<file path="config.mk">
export PLATFORM = sky130hd
export DESIGN_NAME = dm_arbiter
export DESIGN_NICKNAME = d
export VERILOG_FILES = /design/src/rtl/dm_pkg.sv /design/src/rtl/dm_arb_pick.sv /design/src/rtl/dm_arbiter.sv
export SDC_FILE = /design/constraint.sdc
export NUM_CORES = 1
export LEC_CHECK = 0
export ABC_AREA = 1
export BUFFER_PORTS_ARGS = -buffer_cell sky130_fd_sc_hd__buf_2
export CAP_MARGIN = 20
export CORE_UTILIZATION = 30
export CTS_CLUSTER_SIZE = 14
export DETAILED_ROUTE_END_ITERATION = 16
export GPL_TIMING_DRIVEN = 0
export PLACE_DENSITY = 0.52
export SLEW_MARGIN = 20
export SYNTH_ARGS = -nofsm -noshare
export SYNTH_HDL_FRONTEND = slang
export SYNTH_HIERARCHICAL = 1
export SYNTH_SLANG_ARGS = --single-unit
</file>
<file path="constraint.sdc">
create_clock -name clk -period 5.62 [get_ports clk]
set_clock_uncertainty 0.1 [all_clocks]
set_input_delay 0 -clock clk [delete_from_list [all_inputs] [get_ports clk]]
set_output_delay 0 -clock clk [all_outputs]
set_load 0.02 [all_outputs]
</file>
<file path="src/rtl/dm_pkg.sv">
// dm_pkg: shared definitions for the data-memory arbiter.
//   - DMCtrl width codes (loads and stores share the width encoding;
//     the direction comes from the separate write flag)
//   - arbiter FSM state enum
//   - latched request record
//   - size-from-ctrl and ctrl-validity helpers
package dm_pkg;

  localparam logic [2:0] LB   = 3'b000;
  localparam logic [2:0] LH   = 3'b001;
  localparam logic [2:0] LW   = 3'b010;
  localparam logic [2:0] LB_U = 3'b100;
  localparam logic [2:0] LH_U = 3'b101;
  localparam logic [2:0] SB   = 3'b000;
  localparam logic [2:0] SH   = 3'b001;
  localparam logic [2:0] SW   = 3'b010;

  typedef enum logic [1:0] {IDLE, ACCESS, RESP} dm_state_e;

  typedef struct packed {
    logic [31:0] addr;
    logic [31:0] data;
    logic        wr;
    logic [2:0]  ctrl;
  } dm_req_t;

  // Access size in bytes; 0 for the reserved width code 11.
  function automatic logic [2:0] dm_size(input logic [2:0] ctrl);
    case (ctrl[1:0])
      2'b00:   return 3'd1;
      2'b01:   return 3'd2;
      2'b10:   return 3'd4;
      default: return 3'd0;
    endcase
  endfunction

  // 011 and 11x are not legal width codes.
  function automatic logic dm_ctrl_ok(input logic [2:0] ctrl);
    return (ctrl[1:0] != 2'b11) && !(ctrl[2] && ctrl[1]);
  endfunction

endpackage

</file>
<file path="src/rtl/dm_arb_pick.sv">
// dm_arb_pick: combinational grant selection.
//   i_req  [NREQ-1:0] request vector
//   i_ptr  [IDXW-1:0] last granted index (round-robin build only)
//   o_gnt  [NREQ-1:0] one-hot grant (all zero when no request)
//   o_idx  [IDXW-1:0] index of the granted requester
// Macro DM_ARB_RR_EN: defined -> round-robin starting after i_ptr;
// undefined -> fixed priority, lowest index wins, i_ptr ignored.
module dm_arb_pick #(
  parameter int NREQ = 2,
  parameter int IDXW = 1
) (
  input  logic [NREQ-1:0] i_req,
  input  logic [IDXW-1:0] i_ptr,
  output logic [NREQ-1:0] o_gnt,
  output logic [IDXW-1:0] o_idx
);

`ifdef DM_ARB_RR_EN
  // Walk from farthest to nearest so the port right after i_ptr
  // is the last (winning) assignment.
  always_comb begin
    o_gnt = '0;
    o_idx = '0;
    for (int k = NREQ; k >= 1; k--) begin
      if (i_req[(int'(i_ptr) + k) % NREQ]) begin
        o_gnt = NREQ'(1) << ((int'(i_ptr) + k) % NREQ);
        o_idx = IDXW'((int'(i_ptr) + k) % NREQ);
      end
    end
  end
`else
  logic w_unused_ptr;
  assign w_unused_ptr = ^i_ptr;

  always_comb begin
    o_gnt = '0;
    o_idx = '0;
    for (int k = NREQ - 1; k >= 0; k--) begin
      if (i_req[k]) begin
        o_gnt = NREQ'(1) << k;
        o_idx = IDXW'(k);
      end
    end
  end
`endif

endmodule

</file>
<file path="src/rtl/dm_arbiter.sv">
// dm_arbiter: shares one data-memory port between NREQ requesters
// (port 0 core LSU, port 1 loader/DMA). One access per 3 cycles:
// IDLE (grant + latch) -> ACCESS (memory cycle) -> RESP (Ack pulse).
// Ports:
//   clk, rst_n            clock, async active-low reset
//   Req/ReqAddr/ReqData/ReqWr/ReqCtrl   per-requester request
//   Ack, Err              one-cycle completion / out-of-range flag
//   RdData                registered load result (0 on error/invalid)
//   Address/DataWr/DMWr/DMCtrl, DataRd  memory side
// Macro DM_ARB_RR_EN: round-robin arbitration (default: fixed priority).
module dm_arbiter
  import dm_pkg::*;
#(
  parameter int MEM_BYTES = 8192,
  parameter int NREQ      = 2
) (
  input  logic                  clk,
  input  logic                  rst_n,
  input  logic [NREQ-1:0]       Req,
  input  logic [NREQ-1:0][31:0] ReqAddr,
  input  logic [NREQ-1:0][31:0] ReqData,
  input  logic [NREQ-1:0]       ReqWr,
  input  logic [NREQ-1:0][2:0]  ReqCtrl,
  output logic [NREQ-1:0]       Ack,
  output logic [NREQ-1:0]       Err,
  output logic [31:0]           RdData,
  output logic [31:0]           Address,
  output logic [31:0]           DataWr,
  output logic                  DMWr,
  output logic [2:0]            DMCtrl,
  input  logic [31:0]           DataRd
);

  localparam int IDXW = (NREQ > 1) ? $clog2(NREQ) : 1;

  dm_state_e       r_state, w_next;
  dm_req_t         r_req;
  logic [NREQ-1:0] r_gnt, w_gnt;
  logic [IDXW-1:0] w_idx, w_ptr;
  logic            r_err;
  logic [31:0]     r_rdata;
  logic [32:0]     w_end;
  logic            w_ok, w_oor, w_hit;

`ifdef DM_ARB_RR_EN
  logic [IDXW-1:0] r_last;
  always_ff @(posedge clk or negedge rst_n) begin
    if (!rst_n)                         r_last <= IDXW'(NREQ - 1);
    else if (r_state == IDLE && |Req)   r_last <= w_idx;
  end
  assign w_ptr = r_last;
`else
  assign w_ptr = '0;
`endif

  dm_arb_pick #(.NREQ(NREQ), .IDXW(IDXW)) u_pick (
    .i_req (Req),
    .i_ptr (w_ptr),
    .o_gnt (w_gnt),
    .o_idx (w_idx)
  );

  // Last byte touched, 33 bits so addresses near 2^32 cannot wrap in range.
  assign w_end = {1'b0, r_req.addr} + 33'(dm_size(r_req.ctrl)) - 33'd1;
  assign w_ok  = dm_ctrl_ok(r_req.ctrl);
  assign w_oor = w_ok && (w_end >= 33'(MEM_BYTES));
  assign w_hit = w_ok && !w_oor;

  always_ff @(posedge clk or negedge rst_n) begin
    if (!rst_n) r_state <= IDLE;
    else        r_state <= w_next;
  end

  always_comb begin
    w_next = r_state;
    case (r_state)
      IDLE:    if (|Req) w_next = ACCESS;
      ACCESS:  w_next = RESP;
      RESP:    w_next = IDLE;
      default: w_next = IDLE;
    endcase
  end

  // Request latch and access result. Memory-side fields only change on a
  // grant, so they are stable around every memory write edge.
  always_ff @(posedge clk or negedge rst_n) begin
    if (!rst_n) begin
      r_req   <= '{addr: '0, data: '0, wr: 1'b0, ctrl: LW};
      r_gnt   <= '0;
      r_err   <= 1'b0;
      r_rdata <= '0;
    end else begin
      case (r_state)
        IDLE: if (|Req) begin
          r_req <= '{addr: ReqAddr[w_idx], data: ReqData[w_idx],
                     wr: ReqWr[w_idx], ctrl: ReqCtrl[w_idx]};
          r_gnt <= w_gnt;
        end
        ACCESS: begin
          r_err <= w_oor;
          if (!w_hit)          r_rdata <= '0;
          else if (!r_req.wr)  r_rdata <= DataRd;
        end
        default: ;
      endcase
    end
  end

  always_comb begin
    Ack     = '0;
    Err     = '0;
    DMWr    = 1'b0;
    if (r_state == RESP) begin
      Ack = r_gnt;
      if (r_err) Err = r_gnt;
    end
    if (r_state == ACCESS) DMWr = r_req.wr && w_hit;
    RdData  = r_rdata;
    Address = r_req.addr;
    DataWr  = r_req.data;
    DMCtrl  = r_req.ctrl;
  end

endmodule

</file>
# Word-level counts from Yosys, hierarchy flattened
# Cells that the tools add are included.
[totals] output_inout_bits=104 input_bits=172 word_cells=52 ff_bits=105
[op_classes] magnitude_cmp=2 eq_ne=7 n_addsub=2 mux=21 reduce_logical=12
[ops] operator="$mux 32" count=6
[ops] operator="$add 32x3->33" count=1
[ops] operator="$ge 33x14->1 const B" count=1
[ops] operator="$sub 33x1->33 const B" count=1
[ops] operator="$mux 2" count=6
[ops] operator="$pmux 3 s3" count=1
[ops] operator="$mux 3" count=2
[ops] operator="$ne 2x2->1 const B" count=3
[ops] operator="$logic_and 1x1->1" count=5
[ops] operator="$mux 1" count=5
[ops] operator="$eq 2x1->1 const B" count=2
[ops] operator="$eq 2x2->1 const B" count=2
[ops] operator="$logic_not 2->1" count=2
[ops] operator="$pmux 2 s2" count=1
[ops] operator="$reduce_and 2->1" count=2
[ops] operator="$logic_not 1->1" count=2
[ops] operator="$lt 1x2->1 const B" count=1
[ops] operator="$reduce_or 2->1" count=1

# Depth between registers and ports, before layout
# Gate-level depths: netlist of run 1.
[depth] depth_word=10 mapped_depth=27 depth_no_buf=26

# Hierarchy
# Netlist of run 1, hierarchy kept.
[modules_own_cells] module="dm_arbiter" seq_area_each_um2=2628.8 n_inst=1 area_per_inst_um2=8513.2 cells_each=1355
[modules_own_cells] module="dm_arb_pick" seq_area_each_um2=0.0 n_inst=1 area_per_inst_um2=25.0 cells_each=4

# Worst setup path after synthesis of run 1
# OpenSTA, ideal clock, no wires.
[synth_timing] kind="register to output" startpoint="register r_req (netlist bit DMCtrl[1])" endpoint="output DMWr" path_stages_with_launch=25 n_path_buf=0 required_time_ns=5.520 slack_ns=2.379 arrival_time_ns=3.141 cell_sequence="dfstp_2 > inv_1 > nand2_1 > ha_1 > inv_1 > ha_1 > inv_1 > fa_1 > inv_1 > nand2_1 > nand2_1 > nand3_1 > nand2_1 > nand2_1 > nand2_1 > nand2_2 > nand2_2 > nand2_1 > nand2_1 > nand2_1 > nor2_1 > nand3_1 > nor2_1 > nand3_2 > nor3_1"
[synth_via] elab_chain_cells=10 word_cells_on_any_way=16 cone_classes="add/sub: 2; order compare: 1; eq/ne: 3; mux: 2; reduce/logical: 8"
[synth_lines] element="start: declaration" line_no="dm_arbiter.sv:37" source="dm_req_t r_req;"
[synth_lines] element="start signal: assignment" line_no="dm_arbiter.sv:88" source="r_req <= '{addr: '0, data: '0, wr: 1'b0, ctrl: LW};"
[synth_lines] element="start signal: assignment" line_no="dm_arbiter.sv:95" source="r_req <= '{addr: ReqAddr[w_idx], data: ReqData[w_idx],"
[synth_lines] element="$eq 2x2->1, or another cell as far along" line_no="dm_pkg.sv:29" source="case (ctrl[1:0])"
[synth_lines] element="$pmux 3 s3" line_no="dm_pkg.sv:29"
[synth_lines] element="$add 32x3->33" line_no="dm_arbiter.sv:64" source="assign w_end = {1'b0, r_req.addr} + 33'(dm_size(r_req.ctrl)) - 33'd1;"
[synth_lines] element="$sub 33x1->33" line_no="dm_arbiter.sv:64"
[synth_lines] element="$ge 33x14->1" line_no="dm_arbiter.sv:66" source="assign w_oor = w_ok && (w_end >= 33'(MEM_BYTES));"
[synth_lines] element="$logic_and 1x1->1" line_no="dm_arbiter.sv:66"
[synth_lines] element="$logic_not 1->1" line_no="dm_arbiter.sv:67" source="assign w_hit = w_ok && !w_oor;"
[synth_lines] element="$logic_and 1x1->1 *" line_no="dm_arbiter.sv:67"
[synth_lines] element="$logic_and 1x1->1 *" line_no="dm_arbiter.sv:117" source="if (r_state == ACCESS) DMWr = r_req.wr && w_hit;"
[synth_lines] element="$mux 1 *" line_no="dm_arbiter.sv:117"
[synth_lines] element="end: declaration" line_no="dm_arbiter.sv:29" source="output logic DMWr,"
# Every way passes the cells marked *; elsewhere a longest branch is shown, timed or not.

# Worst setup path in the final report of run 1
# Ends and elaborated chain as after synthesis.

==> results.sh, run 1 <==
export IMPL_dieArea_um2=29100
export IMPL_drc=0
export IMPL_vias=9749
export IMPL_synth_cell_area_um2=8530
export IMPL_drv_slew=0
export IMPL_port_buffers=275
export IMPL_grt_util_all_layers_pct=21.4
export IMPL_cts_root_buf="clkbuf_16"
export IMPL_core_area_um2=27900
export IMPL_avgSynthCellArea_um2=6.28
export IMPL_area_delta_synth_final_pct=45.6
export IMPL_n_fill_cell=2942
export IMPL_clock_path_buffers=2
export IMPL_relSlewSlack_pct=51.5
export IMPL_setup_viol=0
export IMPL_syn_instance_count=1358
export IMPL_final_nets=2023
export IMPL_rsz0062_at_grt="false"
export IMPL_cts_hold_buf=171
export IMPL_syn_num_nets=1565
export IMPL_initial_core_util_pct=30.6
export IMPL_cp_num_buf_inv=5
export IMPL_fin_crit_sh_pct=76.3
export IMPL_antenna_found_initial=3
export IMPL_avgRoutedWirePerCell_um=13.9
export IMPL_totalWireLength_mm=30.6
export IMPL_start_kind="flop"
export IMPL_cts_tree="yes"
export IMPL_clkLatencyLatePin_ns=0.37
export IMPL_wl_met2_mm=15.0
export IMPL_cpMostUsedCell="nand2_1"
export IMPL_final_layout_size_suffix_gt1_share_pct=21.5
export IMPL_hp_class="in2async"
export IMPL_io_pins=276
export IMPL_cts_sinks=105
export IMPL_tns_ns=0
export IMPL_slowest_stage="dfstp_2"
export IMPL_p_per_area_nw_per_um2=584
export IMPL_grt_pass1_vias=9624
export IMPL_fmax_mhz=233
export IMPL_met3_length_mm=1.73
export IMPL_hpwl_mm=24.3
export IMPL_status="finished clean"
export IMPL_crit_family="simple AND/OR/NAND/NOR gates"
export IMPL_grt_overflow=0
export IMPL_drt_pass1_iter_count=5
export IMPL_place_gp_congestion=0.886
export IMPL_avgViaCountPerCell=4.43
export IMPL_cts_buffers=9
export IMPL_drt_iter0_drc=461
export IMPL_post_route_min_period_ns=4.29
export IMPL_top_layer_used="met5"
export IMPL_finalHoldViolCount=0
export IMPL_die_y_um=171
export IMPL_p_leak_uw=0.00706
export IMPL_ant_nets=0
export IMPL_ys_warn_count=6
export IMPL_cp_slowest_stage_delay_ns=0.56
export IMPL_clk_pin_slew_ns=0.08
export IMPL_ir_worst_vdd_mv=0.206
export IMPL_fin_util_pct=44.6
export IMPL_worstSetupPathType="reg2out"
export IMPL_grt_pass1_wl_mm=48.4
export IMPL_tightest_slew_ns=0.727
export IMPL_htree_levels=3
export IMPL_ctsResizeCount=0
export IMPL_fp_row_count=61
export IMPL_end_kind="output port"
export IMPL_cp_required_ns=5.52
export IMPL_m1WireLength_mm=13.1
export IMPL_grt_max_degree=70
export IMPL_post_cts_buffers=0
export IMPL_maxCapViolations=0
export IMPL_critPathMaxFanout=4
export IMPL_die_w_um=171
export IMPL_cp_arrival_ns=4.19
==> worst paths after layout <==
path	start	to	slack, ns	depth (start not counted)
worst max-delay path	DMCtrl[1]$_DFFE_PN1P_	DMWr	1.33	25
worst min-delay path	rst_n	Address[30]$_DFFE_PN0P_	0.02	2
worst max register to register	DMCtrl[1]$_DFFE_PN1P_	RdData[21]$_DFFE_PN0P_	1.57	27
worst min register to register	RdData[18]$_DFFE_PN0P_	RdData[18]$_DFFE_PN0P_	0.37	2
max in group asynchronous	rst_n	DMCtrl[1]$_DFFE_PN1P_	4.70	3
min in group clk	DataRd[20]	RdData[20]$_DFFE_PN0P_	0.31	4
==> routing by layer <==
metal	vias to the layer above	track usage [%]
li1	5032	-
met1	4409	25.6
met2	260	37.7
met3	42	4.56
met4	6	7.13
met5	-	0
==> report_power, final <==
part / switching (µW) / total [µW] / internal, µW
sequential: 190 / 1220 / 1030
clock: 350 / 667 / 317
combinational: 3410 / 5380 / 1970
total: 3950 / 7260 / 3310
==> state kept, by name, summed over array words and instances (netlist names) <==
signal and cells:
Address 32, DMCtrl 3, DataWr 32, RdData 32, r_err 1, r_gnt 2
r_req 1, r_state 2
==> cell type report <==
class	count	area [µm²]	area share (%)
flip-flops and latches	105	2630	21.2
diodes	1	2.50	0.0201
plain buffers	112	716	5.76
clock buffers	9	225	1.81
inverters	272	1020	8.22
clock inverters	7	70.1	0.564
repair buffers	447	3120	25.1
multi-input cells	869	4170	33.5
well taps	378	473	3.81
==> worst register-to-register path: stages, from the launching register on <==
cell and delay, ns:
dfstp_2 0.56, inv_1 0.08, nand2_1 0.08, ha_1 0.23, inv_1 0.06, ha_1 0.26, inv_1 0.08, fa_1 0.43
inv_1 0.17, nand2_1 0.07, nand2_1 0.08, nand3_1 0.09, nand2_1 0.14, nand2_1 0.09, nand2_1 0.12, nand2_2 0.09
nand2_2 0.07, nand2_1 0.05, nand2_1 0.05, nand2_1 0.05, nor2_1 0.15, nand3_1 0.11, nor2_1 0.24, nand3_2 0.15
nand2_4 0.11, buf_4 0.18, nand2_1 0.06, nand2_1 0.06
==> cell usage in the layout (no fill, tap or decap), types with 34 or more instances in the layout <==
| cell type | instances |
|---|---|
| dlygate4sd3_1 | 171 |
| nand2_1 | 474 |
| nor2_1 | 63 |
| o211ai_1 | 36 |
| dfrtp_1 | 104 |
| nand4_1 | 42 |
| nand3_1 | 59 |
| buf_2 | 276 |
| inv_1 | 270 |
| buf_4 | 72 |
| ha_1 | 34 |
| o21ai_0 | 105 |
==> per-stage QoR <==
stage | worst slack, ns | cell area (µm²) | instances | hold WS (ns) | power (µW)
global route | 0.882 | 12400 | 2199 | 0.0535 | 8060
floorplan | 2.38 | 8530 | 1358 | -0.396 | 4960
finish | 1.33 | 12400 | 2200 | 0.0223 | 7260
global placement | 1.60 | 10400 | 2011 | 0.148 | 6360
detailed placement | 1.60 | 10400 | 2012 | -0.156 | 6400
CTS | 1.28 | 12400 | 2199 | 0.0332 | 7290
No activity file was read; power rests on OpenSTA's default activity.
==> inputs of run 2 (changes only) <==
- PLACE_DENSITY: 0.52 -> 0.54
- clock period: 5.62 -> 3.8 ns (I/O delays scaled with it)
==> run 2 against run 1 <==
Compared with the run above:
- flip-flop and latch count unchanged
- clock power up 44%
- sequential share of layout area shrank 0.30 points
- first-iteration DRC count increased by 6.1%
- via count hardly changed
- global-route usage fell by 0.24 points
- core utilization grew 0.63 points
- routed wire length decreased by 0.20%
- non-clock buffer count is 8 higher
- largest cell class unchanged
- power grew 52%
- die area did not move
==> results.sh, run 2 (synthesized netlist as in run 1, its figures left out) <==
export IMPL_grt_pass1_vias=9638
export IMPL_r2r_end="RdData[27]$_DFFE_PN0P_"
export IMPL_layout_common_cells="463 x nand2_1, 275 x buf_2, 267 x inv_1, 173 x dlygate4sd3_1, 105 x o21ai_0"
export IMPL_clkLatencyLatePin_ns=0.36
export IMPL_drc=0
export IMPL_hold_start="DataRd[15]"
export IMPL_grt_overflow=0
export IMPL_place_gp_congestion=0.877
export IMPL_min_path_cells=4
export IMPL_cts_sinks=105
export IMPL_fp_row_count=61
export IMPL_maxCapViolations=0
export IMPL_cts_root_buf="clkbuf_16"
export IMPL_fin_crit_sh_pct=95.1
export IMPL_ir_worst_vdd_mv=0.379
export IMPL_cpMostUsedCell="nand3_2"
export IMPL_die_w_um=171
export IMPL_fin_util_pct=45.2
export IMPL_grt_max_degree=73
export IMPL_p_per_area_nw_per_um2=874
export IMPL_finalHoldViolCount=0
export IMPL_p_leak_uw=0.00712
export IMPL_antenna_found_initial=0
export IMPL_grt_util_all_layers_pct=21.2
export IMPL_avgRoutedWirePerCell_um=13.8
export IMPL_tightest_slew_ns=0.862
export IMPL_io_pins=276
export IMPL_drt_iter0_drc=489
export IMPL_final_layout_size_suffix_gt1_share_pct=23.2
export IMPL_cp_slowest_stage_delay_ns=0.55
export IMPL_finalWorstSetupSlack_ns=0.188
export IMPL_hold_end="RdData[15]$_DFFE_PN0P_"
export IMPL_cp_num_buf_inv=3
export IMPL_fin_area_um2=12600
export IMPL_path_cells="buf_4 > nand2_1 > ha_1 > fa_2 > inv_2 > nand2_1 > nand2_2 > nand3_2 > nand2_4 > nand2_2 > nand3_1 > nand2_1 > nor2_2 > nand3_2 > nor2_2 > nand3_2 > nor2_4 > nand3_2 > nor3_2 > buf_4"
export IMPL_n_fill_cell=2956
export IMPL_start_kind="flop"
export IMPL_place_area_um2=10400
export IMPL_ant_nets=0
export IMPL_drt_pass1_iter_count=5
export IMPL_crit_family="simple AND/OR/NAND/NOR gates"
export IMPL_relSlewSlack_pct=42.5
export IMPL_clock_path_buffers=2
export IMPL_die_y_um=171
export IMPL_critPathMaxFanout=4
export IMPL_cts_tree="yes"
export IMPL_setup_viol=0
export IMPL_clk_pin_slew_ns=0.09
export IMPL_htree_levels=3
export IMPL_avgViaCountPerCell=4.42
export IMPL_core_area_um2=27900
export IMPL_initial_core_util_pct=30.6
export IMPL_cts_buffers=9
export IMPL_reg2reg_from="DMCtrl[1]$_DFFE_PN1P_"
export IMPL_hp_class="in2reg"
export IMPL_hpwl_mm=24.1
export IMPL_slowest_stage="dfstp_2"
export IMPL_diodes=0
export IMPL_grt_pass1_wl_mm=48.3
export IMPL_final_nets=2031
export IMPL_seqCellArea_um2=2630
export IMPL_area_delta_synth_final_pct=47.7
export IMPL_dieArea_um2=29100
export IMPL_cp_required_ns=3.70
export IMPL_totalWireLength_mm=30.5
export IMPL_final_common_cell="nand2_1"
export IMPL_placed_cells=2012
export IMPL_reg2regPathDepth=24
export IMPL_fin_cells=2207
export IMPL_end_kind="output port"
export IMPL_port_buffers=275
export IMPL_vias=9758
export IMPL_worstSetupPathType="reg2out"
export IMPL_fmax_mhz=277
export IMPL_status="finished clean"
export IMPL_post_route_min_period_ns=3.61
export IMPL_cp_arrival_ns=3.51
export IMPL_r2r_slack_ns=0.19
export IMPL_pre_cts_ws_ns=-0.179
export IMPL_drv_slew=0
export IMPL_multi_input_area_um2=4280
-- run 2: cell types whose count changed in the layout (fill, tap and decap cells not counted), moves of 4 or more --
| cell | delta |
|---|---|
| nand3_1 | -6 |
| buf_4 | +7 |
| nand3_2 | +6 |
| nor2_1 | -4 |
| nand2_2 | +8 |
| nand2_1 | -11 |
-- run 2: timing repair --
item / 4_1_cts / 5_1_grt
endpoints found under the hold margin: 207 / 0
endpoints found under the setup margin: 33 / 32
hold buffers: 173 / 0
setup buffers: 5 / 1
pin swaps: 7 / 8
gates resized for setup: 16 / 17
-- run 2: worst register-to-register path: stages (launching register included) --
cell,delay (ns)
dfstp_2,0.55
buf_4,0.11
nand2_1,0.09
ha_1,0.19
inv_1,0.08
ha_1,0.23
buf_2,0.17
nand2_1,0.08
nand2_1,0.06
inv_1,0.07
nand2_1,0.12
nand2_1,0.12
nand3_1,0.12
nand2_1,0.18
nand2_1,0.10
nand2_1,0.08
nand2_1,0.05
nor2_1,0.15
nand2_1,0.09
nor2_2,0.12
nand3_2,0.13
nor2_4,0.20
buf_6,0.17
nand4_1,0.08
nand2_1,0.10
-- run 2: cell type report --
class | instances | share of cell area (%)
Timing Repair Buffer | 455 | 25.3
Clock buffer | 9 | 1.79
Sequential cell | 105 | 20.9
Clock inverter | 7 | 0.586
Tap cell | 378 | 3.75
Inverter | 272 | 8.10
Multi-Input combinational cell | 869 | 33.9
Buffer | 112 | 5.68
-- run 2: through the flow --
stage | hold WS, ns | TNS [ns] | power (µW)
floorplan | -0.396 | 0 | 7340
global placement | 0.148 | -4.43 | 9420
detailed placement | -0.177 | -4.91 | 9480
CTS | 0.300 | 0 | 10900
global route | 0.335 | -0.00989 | 12200
finish | 0.318 | 0 | 11000
-- run 2: routing by layer --
metal  track usage, %  part of all wire, %  vias to the layer above
met5                0                    0                        -
met4             6.38                  2.3                        0
met3             3.72                  4.9                       38
met2             37.5                   49                      264
met1             26.0                   43                     4417
li1                 -                    -                     5039
-- run 2: how the worst max path moves through the flow --
stage	end	depth (start not counted)	from	slack, ns
after floorplan	DMWr	24	DMCtrl[1]$_DFFE_PN1P_	0.56
after global placement	RdData[5]$_DFFE_PN0P_	27	DMCtrl[1]$_DFFE_PN1P_	-0.16
after detailed placement	RdData[27]$_DFFE_PN0P_	27	DMCtrl[1]$_DFFE_PN1P_	-0.18
after CTS	DMWr	25	DMCtrl[1]$_DFFE_PN1P_	0.01
after global routing	DMWr	21	DMCtrl[1]$_DFFE_PN1P_	-0.009
final	DMWr	20	DMCtrl[1]$_DFFE_PN1P_	0.19
-- run 2: power breakdown --
| group | internal, µW | switching, µW |
|---|---|---|
| combinational | 3040 | 5220 |
| clock | 464 | 493 |
| sequential | 1520 | 282 |
